`src/rtl/spfp_mul_sched.sv`:
```
// Round-robin scheduler sharing one 24x24 mantissa multiplier tree
// between two single-precision FP requesters.
module spfp_mul_sched #(
  parameter int TREE_CYCLES = 2
) (
  input  logic        clk,
  input  logic        rst,
  input  logic [1:0]  req_valid,
  output logic [1:0]  req_ready,
  input  logic [31:0] req_a0,
  input  logic [31:0] req_b0,
  input  logic [31:0] req_a1,
  input  logic [31:0] req_b1,
  output logic        rsp_valid,
  input  logic        rsp_ready,
  output logic        rsp_id,
  output logic [31:0] rsp_result,
  output logic        busy,
  output logic [23:0] tree_op1,
  output logic [23:0] tree_op2,
  input  logic [47:0] tree_product
);

  localparam int CW = (TREE_CYCLES > 1) ? $clog2(TREE_CYCLES) : 1;

  typedef enum logic [1:0] {
    IDLE,
    MUL,
    NORM,
    DONE
  } state_t;

  state_t state;
  state_t state_nxt;

  logic          last;
  logic [1:0]    grant;
  logic          accept;
  logic [31:0]   a_q;
  logic [31:0]   b_q;
  logic          id_q;
  logic [CW-1:0] cnt;
  logic          cnt_done;
  logic [47:0]   prod_q;
  logic [31:0]   a_sel;
  logic [31:0]   b_sel;
  logic [31:0]   res;

  logic                sgn;
  logic [7:0]          ea;
  logic [7:0]          eb;
  logic                nan_a;
  logic                nan_b;
  logic                inf_a;
  logic                inf_b;
  logic                zero_a;
  logic                zero_b;
  logic signed [9:0]   e_sum;
  logic signed [9:0]   e_adj;
  logic [22:0]         frac;

  assign cnt_done = (cnt == CW'(TREE_CYCLES - 1));
  assign accept   = |(req_valid & req_ready);
  assign a_sel    = grant[1] ? req_a1 : req_a0;
  assign b_sel    = grant[1] ? req_b1 : req_b0;

  // Round-robin grant: a lone requester wins, a tie goes to the one
  // not served last.
  always_comb begin
    grant = 2'b00;
    case (req_valid)
      2'b01:   grant = 2'b01;
      2'b10:   grant = 2'b10;
      default: grant = last ? 2'b01 : 2'b10;
    endcase
  end

  // State register.
  always_ff @(posedge clk or posedge rst) begin
    if (rst) state <= IDLE;
    else     state <= state_nxt;
  end

  // Next-state logic.
  always_comb begin
    state_nxt = state;
    unique case (state)
      IDLE: if (accept)    state_nxt = MUL;
      MUL:  if (cnt_done)  state_nxt = NORM;
      NORM:                state_nxt = DONE;
      DONE: if (rsp_ready) state_nxt = IDLE;
      default:             state_nxt = IDLE;
    endcase
  end

  // Handshake and status outputs decoded from state.
  always_comb begin
    req_ready = 2'b00;
    if (state == IDLE && !rst) req_ready = grant;
    busy      = (state != IDLE);
    rsp_valid = (state == DONE);
  end

  // Operand capture, multicycle counter, product and result registers.
  always_ff @(posedge clk or posedge rst) begin
    if (rst) begin
      last       <= 1'b1;
      a_q        <= '0;
      b_q        <= '0;
      id_q       <= 1'b0;
      cnt        <= '0;
      prod_q     <= '0;
      tree_op1   <= '0;
      tree_op2   <= '0;
      rsp_result <= '0;
      rsp_id     <= 1'b0;
    end else begin
      unique case (state)
        IDLE: begin
          if (accept) begin
            a_q      <= a_sel;
            b_q      <= b_sel;
            id_q     <= grant[1];
            last     <= grant[1];
            cnt      <= '0;
            tree_op1 <= {1'b1, a_sel[22:0]};
            tree_op2 <= {1'b1, b_sel[22:0]};
          end
        end
        MUL: begin
          cnt <= cnt + 1'b1;
          if (cnt_done) prod_q <= tree_product;
        end
        NORM: begin
          rsp_result <= res;
          rsp_id     <= id_q;
        end
        default: ;
      endcase
    end
  end

  // Normalize, derive exponent and apply special-value overrides.
  always_comb begin
    sgn    = a_q[31] ^ b_q[31];
    ea     = a_q[30:23];
    eb     = b_q[30:23];
    nan_a  = (ea == 8'hFF) && (a_q[22:0] != 23'h0);
    nan_b  = (eb == 8'hFF) && (b_q[22:0] != 23'h0);
    inf_a  = (ea == 8'hFF) && (a_q[22:0] == 23'h0);
    inf_b  = (eb == 8'hFF) && (b_q[22:0] == 23'h0);
    zero_a = (ea == 8'h00);
    zero_b = (eb == 8'h00);
    e_sum  = $signed({2'b00, ea}) + $signed({2'b00, eb}) - 10'sd127;
    e_adj  = prod_q[47] ? e_sum + 10'sd1 : e_sum;
    frac   = prod_q[47] ? prod_q[46:24] : prod_q[45:23];
    res    = {sgn, e_adj[7:0], frac};
    if (e_adj >= 10'sd255) res = {sgn, 8'hFF, 23'h0};
    else if (e_adj <= 10'sd0) res = {sgn, 31'h0};
    if (nan_a || nan_b || (inf_a && zero_b) || (inf_b && zero_a))
      res = 32'h7FC00000;
    else if (inf_a || inf_b)
      res = {sgn, 8'hFF, 23'h0};
    else if (zero_a || zero_b)
      res = {sgn, 31'h0};
  end

endmodule

```
`config.mk`:
```
export PLATFORM = sky130hd
export DESIGN_NAME = spfp_mul_sched
export DESIGN_NICKNAME = d
export VERILOG_FILES = /design/src/rtl/spfp_mul_sched.sv
export SDC_FILE = /design/constraint.sdc
export NUM_CORES = 1
export LEC_CHECK = 0
export ABC_AREA = 1
export BUFFER_PORTS_ARGS = -buffer_cell sky130_fd_sc_hd__buf_4
export CORE_MARGIN = 2
export CORE_UTILIZATION = 40
export DETAILED_ROUTE_END_ITERATION = 6
export GPL_ROUTABILITY_DRIVEN = 0
export MAX_ROUTING_LAYER = met4
export PLACE_DENSITY = 0.67
export SLEW_MARGIN = 40
export SYNTH_ARGS = -nofsm -noshare
export SYNTH_HDL_FRONTEND = slang
export SYNTH_SLANG_ARGS = --single-unit
export TNS_END_PERCENT = 5
```
`constraint.sdc`:
```
create_clock -name clk -period 4.3 [get_ports clk]
set_input_delay 0.43 -clock clk [delete_from_list [all_inputs] [get_ports clk]]
set_output_delay 0.43 -clock clk [all_outputs]
set_load 0.02 [all_outputs]
```
==> results_dict.tcl, run 1 <==
set metrics [dict create \
    viasPerCell 4.85 \
    design_area_um2 9520 \
    path_max_fanout 30 \
    rsz0062_at_grt "no" \
    initial_core_util_pct 40.5 \
    crit_family "simple AND/OR/NAND/NOR gates" \
    path_cells "ha_1, ha_1, fa_1, nand2_1, inv_1, nand2_1, nor2_2, nand3_1, nor2_1, nand2_1, nand2_1, nand2_1, nand3_1, nor2_2, nor2_4, nand2_1, nand2_1, nand2_1, nand2_1" \
    final_common_cell "nand2_1" \
    portBuffers 242 \
    cts.clk_slew.worst_paths_ns 0.06 \
    cp_num_buf_inv 1 \
    synth_flop_cell "dfrtp_1" \
    drv_slew 0 \
    cts_tree "built" \
    fin_crit_ns 3.31 \
    p_per_area_nw_per_um2 880 \
    required_ns 4.65 \
    ys_seq_area_share_pct 44.2 \
    tightest_slew_ns 0.737 \
    hold_class "in2async" \
    ctsResizeCount 0 \
    drc 0 \
    mappedNetlistArea_um2 7250 \
    fp.dieW_um 139 \
    worst-setup-path-type "reg2reg" \
    antenna_found_initial 0 \
    r2r_slack_ns 0.99 \
    nNetsFinal 1328 \
    critPathSlowestCell "fa_1" \
    crit_start "a_q[24]" \
    synthesis.instances 948 \
    ff2ff_path_depth 19 \
    async_flop_share_pct 100 \
    peakVddDrop_mv 0.483 \
    io_pins 266 \
    setup_violations 0 \
    final_cell_mix "nand2_1, buf_4, dfrtp_1" \
    cts-htree-levels 4 \
    fin_crit_sh_pct 76.9 \
    postCtsSetupBuffers 0 \
    reg2reg_to "rsp_result[27]" \
    r2r_start "a_q[24]" \
    core-area_um2 17900 \
    clock_latency_ns 0.42 \
    ys_seq_elements 128 \
    critPathCaptureType "flip-flop" \
    cpMostUsedCell "nand2_1" \
    cts-root-buf "clkbuf_16" \
    finalSetupTns_ns 0 \
    dp_hpwl_um 14200 \
    max_freq_ghz 0.302 \
    p_total_mw 8.38 \
    cts.sink_count 128 \
    grt_overflow 0 \
    postPlaceCellArea_um2 8900 \
    num_rows 49 \
    syn2layout_area_growth_pct 31.3 \
    yosysWarningCount 0 \
    grt_usage_pct 20.8 \
    startpoint_type "flip-flop" \
    synth_edf_count 0 \
    drv_cap 0 \
    grt_first_pass_wirelength_um 31600 \
    ctsHoldBuffers 0 \
    drive_above_1_share_pct 27.3 \
    grt_pass1_vias 6249 \
    synthesis.area_per_instance_um2 7.65 \
    final-hold-violation-count 0 \
    p_leak_nw 4.87 \
    instances_no_fill 1363 \
    cts_buffers 17 \
    wirelength_um 19400 \
    vias 6604 \
    dieHeight_um 139 \
    relSlewSlack_pct 50.9 \
    antenna_cells 0 \
    ys_types 37 \
    wl_per_cell_um 14.2 \
    slowest_delay_ns 0.53 \
    arrival_ns 3.65 \
    dp_cells 1333 \
    firstDrtPassIters 4 \
    die_area_um2 19200 \
    grt_max_degree 74 \
    syn-num-nets 1153 \
    drt-initial-drc-count 369 \
    clockBufferDepth 2 \
    ant_nets 0 \
    outcome "complete, no violations" \
    fin_skew_ns 0.0123 \
]
==> Yosys cell counts, types with 4 or more instances <==
master	n	area, um2
buf_2	5	25.0
a21oi_1	29	145
nor4_1	6	37.5
nor2_1	114	428
nand4_1	25	156
o21ai_0	26	130
mux2_2	13	146
nand3_1	23	115
clkbuf_1	38	143
nand3b_1	4	30.0
a31oi_1	65	407
buf_4	49	368
nand2_1	308	1160
nand2_2	4	25.0
dfrtp_1	127	3180
ha_1	23	288
inv_1	58	218
nor3_1	7	35.0
==> power breakdown <==
part	switching, mW	internal (mW)
Clock	0.551	0.972
Sequential	0.467	1.80
Combinational	2.82	1.76
Total	3.84	4.54
==> through the flow <==
step | util (%) | hold WS, ns | setup WS, ns
after floorplan | - | 0.442 | 0.751
after global placement | 49.7 | 0.456 | 1.07
after detailed placement | 49.7 | 0.460 | 0.999
after CTS | 53.1 | 0.228 | 0.979
after global routing | 53.2 | 0.234 | 0.541
final | 53.2 | 0.176 | 0.994
==> sequential cells by signal, summed over array words and instances (netlist names), 2 cells and up <==
signal,flops
prod_q,25
state,2
a_q,9
b_q,9
tree_op1,24
tree_op2,23
rsp_result,32
==> routing by layer <==
layer	share of wire, %	GRT usage (%)	vias to the layer above	wire [um]
li1	-	-	3403	-
met1	45	26.3	2975	8650
met2	47	33.2	199	9150
met3	6.6	5.42	27	1270
met4	1.8	6.01	0	348
met5	0	-	-	0
==> how the worst max path moves through the flow <==
stage                endpoint  cells past startpoint
2_1_floorplan         b_q[23]                      9
3_3_place_gp   rsp_result[25]                     19
3_5_place_dp   rsp_result[27]                     19
4_1_cts        rsp_result[27]                     19
5_1_grt        rsp_result[27]                     19
6_report       rsp_result[27]                     19
==> layout make-up <==
| class | instances | area (um2) |
|---|---|---|
| inverters | 60 | 231 |
| clock inverters | 11 | 180 |
| clock buffers | 19 | 433 |
| repair buffers | 250 | 1900 |
| multi-input cells | 666 | 3290 |
| flip-flops and latches | 128 | 3200 |
| well taps | 229 | 287 |
| fillers | 1743 | 8380 |
==> cell families (layout without fill, tap and decap cells) <==
family | after synthesis | count (layout) | share of synthesized area (%)
mux | 14 | 14 | 2.16
flops | 128 | 128 | 44.2
simple gates | 500 | 500 | 28.3
fa+ha+maj | 24 | 24 | 4.24
xor+xnor | 3 | 3 | 0.362
compound gates | 125 | 125 | 9.95
buf+inv | 154 | 340 | 10.8
==> worst register-to-register path: cells and delay by family, from the launching register on <==
family	cells	cell delay, ns
buf+inv	1	0.05
fa+ha+maj	3	1.11
flops	1	0.42
simple gates	15	1.65
No activity file was read; power rests on OpenSTA's default activity.
==> run 2: changes to the inputs <==
Clock period 4.3 ns to 3.2 ns, I/O delays scaled along.
==> run 2 against run 1 <==
Net effect:
- worst setup slack got worse by 0.82 ns
- clock skew is 0.0041 ns higher
- first-iteration DRC count down 14%
- hold slack got worse by 0.070 ns
- critical path type unchanged
==> results_dict.tcl, run 2 (synthesized netlist as in run 1, its figures left out) <==
set metrics [dict create \
    outcome "complete, no violations" \
    vias 6720 \
    viasPerCell 4.87 \
    nNetsFinal 1344 \
    syn2layout_area_growth_pct 33.9 \
    largest_reg_flops 32 \
    preCtsSetupSlack_ns 0.186 \
    worst-setup-path-type "reg2reg" \
    pwr-share-comb_pct 57.9 \
    critPathSlowestCell "fa_1" \
    num-fill-cells 1709 \
    setup_violations 0 \
    tightest_slew_ns 0.832 \
    core-area_um2 17900 \
    regMostFlops "rsp_result" \
    fin_crit_sh_pct 94.7 \
    crit_start "b_q[24]" \
    p_switching_mw 5.39 \
    antenna_found_initial 0 \
    max_freq_ghz 0.330 \
    path_max_fanout 15 \
    cts_buffers 17 \
    fin_crit_ns 3.03 \
    fin_skew_ns 0.0164 \
    grt_max_degree 71 \
    slowest_delay_ns 0.52 \
    grt_usage_pct 21.1 \
    pwr-share-seq_pct 26.2 \
    cts.sink_count 128 \
    drt-initial-drc-count 317 \
    drv_cap 0 \
    drv_slew 0 \
    final_common_cell "nand2_1" \
    wirelength_um 20000 \
    p_total_mw 11.6 \
    drc 0 \
    finish.utilization_pct 54.2 \
    initial_core_util_pct 40.5 \
    relSlewSlack_pct 44.3 \
    startpoint_type "flip-flop" \
    power.internal_mw 6.25 \
    clockBufferDepth 2 \
    io_pins 266 \
    p_per_area_nw_per_um2 1200 \
    reg_top3 "rsp_result x32, prod_q x25, tree_op1 x24" \
    portBuffers 242 \
    drive_above_1_share_pct 29.2 \
    cts.clk_slew.worst_paths_ns 0.06 \
    wl_per_cell_um 14.5 \
    arrival_ns 3.34 \
    cp_num_buf_inv 4 \
    dieHeight_um 139 \
    hold_ws_ns 0.106 \
    die_area_um2 19200 \
    clkPwrFrac_pct 15.9 \
    path_cells "ha_4, ha_4, fa_1, buf_4, nand3_1, nor2_1, nand3_1, inv_1, nand2_1, nand2_1, nand3_2, nor2_2, nor2_4, buf_12, clkbuf_16, nand4_1, nand2_1" \
    grt_overflow 0 \
    ant_nets 0 \
    final-hold-violation-count 0 \
    final_cell_mix "nand2_1, buf_4, dfrtp_1" \
    fp.dieW_um 139 \
    hold_class "in2async" \
    cts-htree-levels 4 \
    firstDrtPassIters 4 \
    fin_ws_ns 0.170 \
    cts-root-buf "clkbuf_16" \
    num_rows 49 \
    critPathCaptureType "flip-flop" \
    dp_hpwl_um 14700 \
    crit_family "simple AND/OR/NAND/NOR gates" \
    required_ns 3.51 \
    clock_latency_ns 0.42 \
    p_leak_nw 4.96 \
    grt_pass1_vias 6393 \
    grt_first_pass_wirelength_um 31700 \
    cpMostUsedCell "nand2_1" \
    antenna_cells 0 \
    cts_tree "built" \
    p_sw_share_pct 46.3 \
    r2r_start "b_q[24]" \
    peakVddDrop_mv 0.560 \
]
==> run 2: changes by cell type in the layout (fill, tap and decap cells not counted), sizes merged <==
| cell | previous run | this run |
|---|---|---|
| inv | 62 | 64 |
| buf | 250 | 264 |
| bufinv | 4 | 1 |
| clkinv | 3 | 5 |
| clkinvlp | 2 | 4 |
==> run 2: what timing repair did <==
action	in CTS	in global routing
setup endpoints to repair	0	30
hold endpoints to repair	0	0
buffers inserted	0	5
resized for setup	0	10
hold buffers	0	0
==> run 2: metal layers <==
layer | up-vias | share of wire (%) | global-route usage, %
met1 | 3063 | 43 | 25.9
met3 | 19 | 6.9 | 6.08
met4 | 0 | 1.6 | 6.27
met2 | 207 | 49 | 33.9
met5 | - | 0 | -
li1 | 3431 | - | -
==> run 2: final cells by class <==
class,count,area [um2],area share [%]
tap,229,287,2.95
multi-input combinational,666,3340,34.4
sequential,128,3200,33.0
timing repair buffer,266,2100,21.6
clock inverter,14,129,1.33
clock buffer,17,425,4.38
inverter,60,229,2.36
==> run 2: power by group through the flow <==
stage / clock network, mW / logic [mW] / registers, mW
after floorplan: 0 / 4.79 / 3.07
after global placement: 0 / 6.26 / 3.05
after global routing: 1.96 / 7.58 / 3.16
after CTS: 1.89 / 6.41 / 3.05
final: 1.85 / 6.74 / 3.05
after detailed placement: 0 / 6.38 / 3.08
==> run 2: stage by stage <==
stage               cell area [um2]  std cells   TNS, ns
floorplan                      7260        948    -12.96
global placement               9000       1342         0
detailed placement             9000       1342         0
CTS                            9560       1373         0
global route                   9710       1380  -0.00161
finish                         9710       1380         0
==> run 2: path summary, 6_finish.rpt <==
| path | to | slack (ns) | cells past startpoint |
|---|---|---|---|
| worst max-delay path | rsp_result[6] | 0.17 | 17 |
| worst min-delay path | cnt | 0.11 | 3 |
| worst max register to register | rsp_result[6] | 0.17 | 17 |
| worst min register to register | last | 0.47 | 2 |
| max in group asynchronous | prod_q[47] | 2.54 | 3 |
| min in group clk | prod_q[33] | 0.13 | 2 |
==> run 2: worst register-to-register path: cells and delay by family, from the launching register on <==
| family | cells | cell delay [ns] |
|---|---|---|
| and+or+nand+nor | 10 | 1.03 |
| adders and majority gates | 3 | 0.94 |
| buffers and inverters | 4 | 0.52 |
| DFF | 1 | 0.43 |
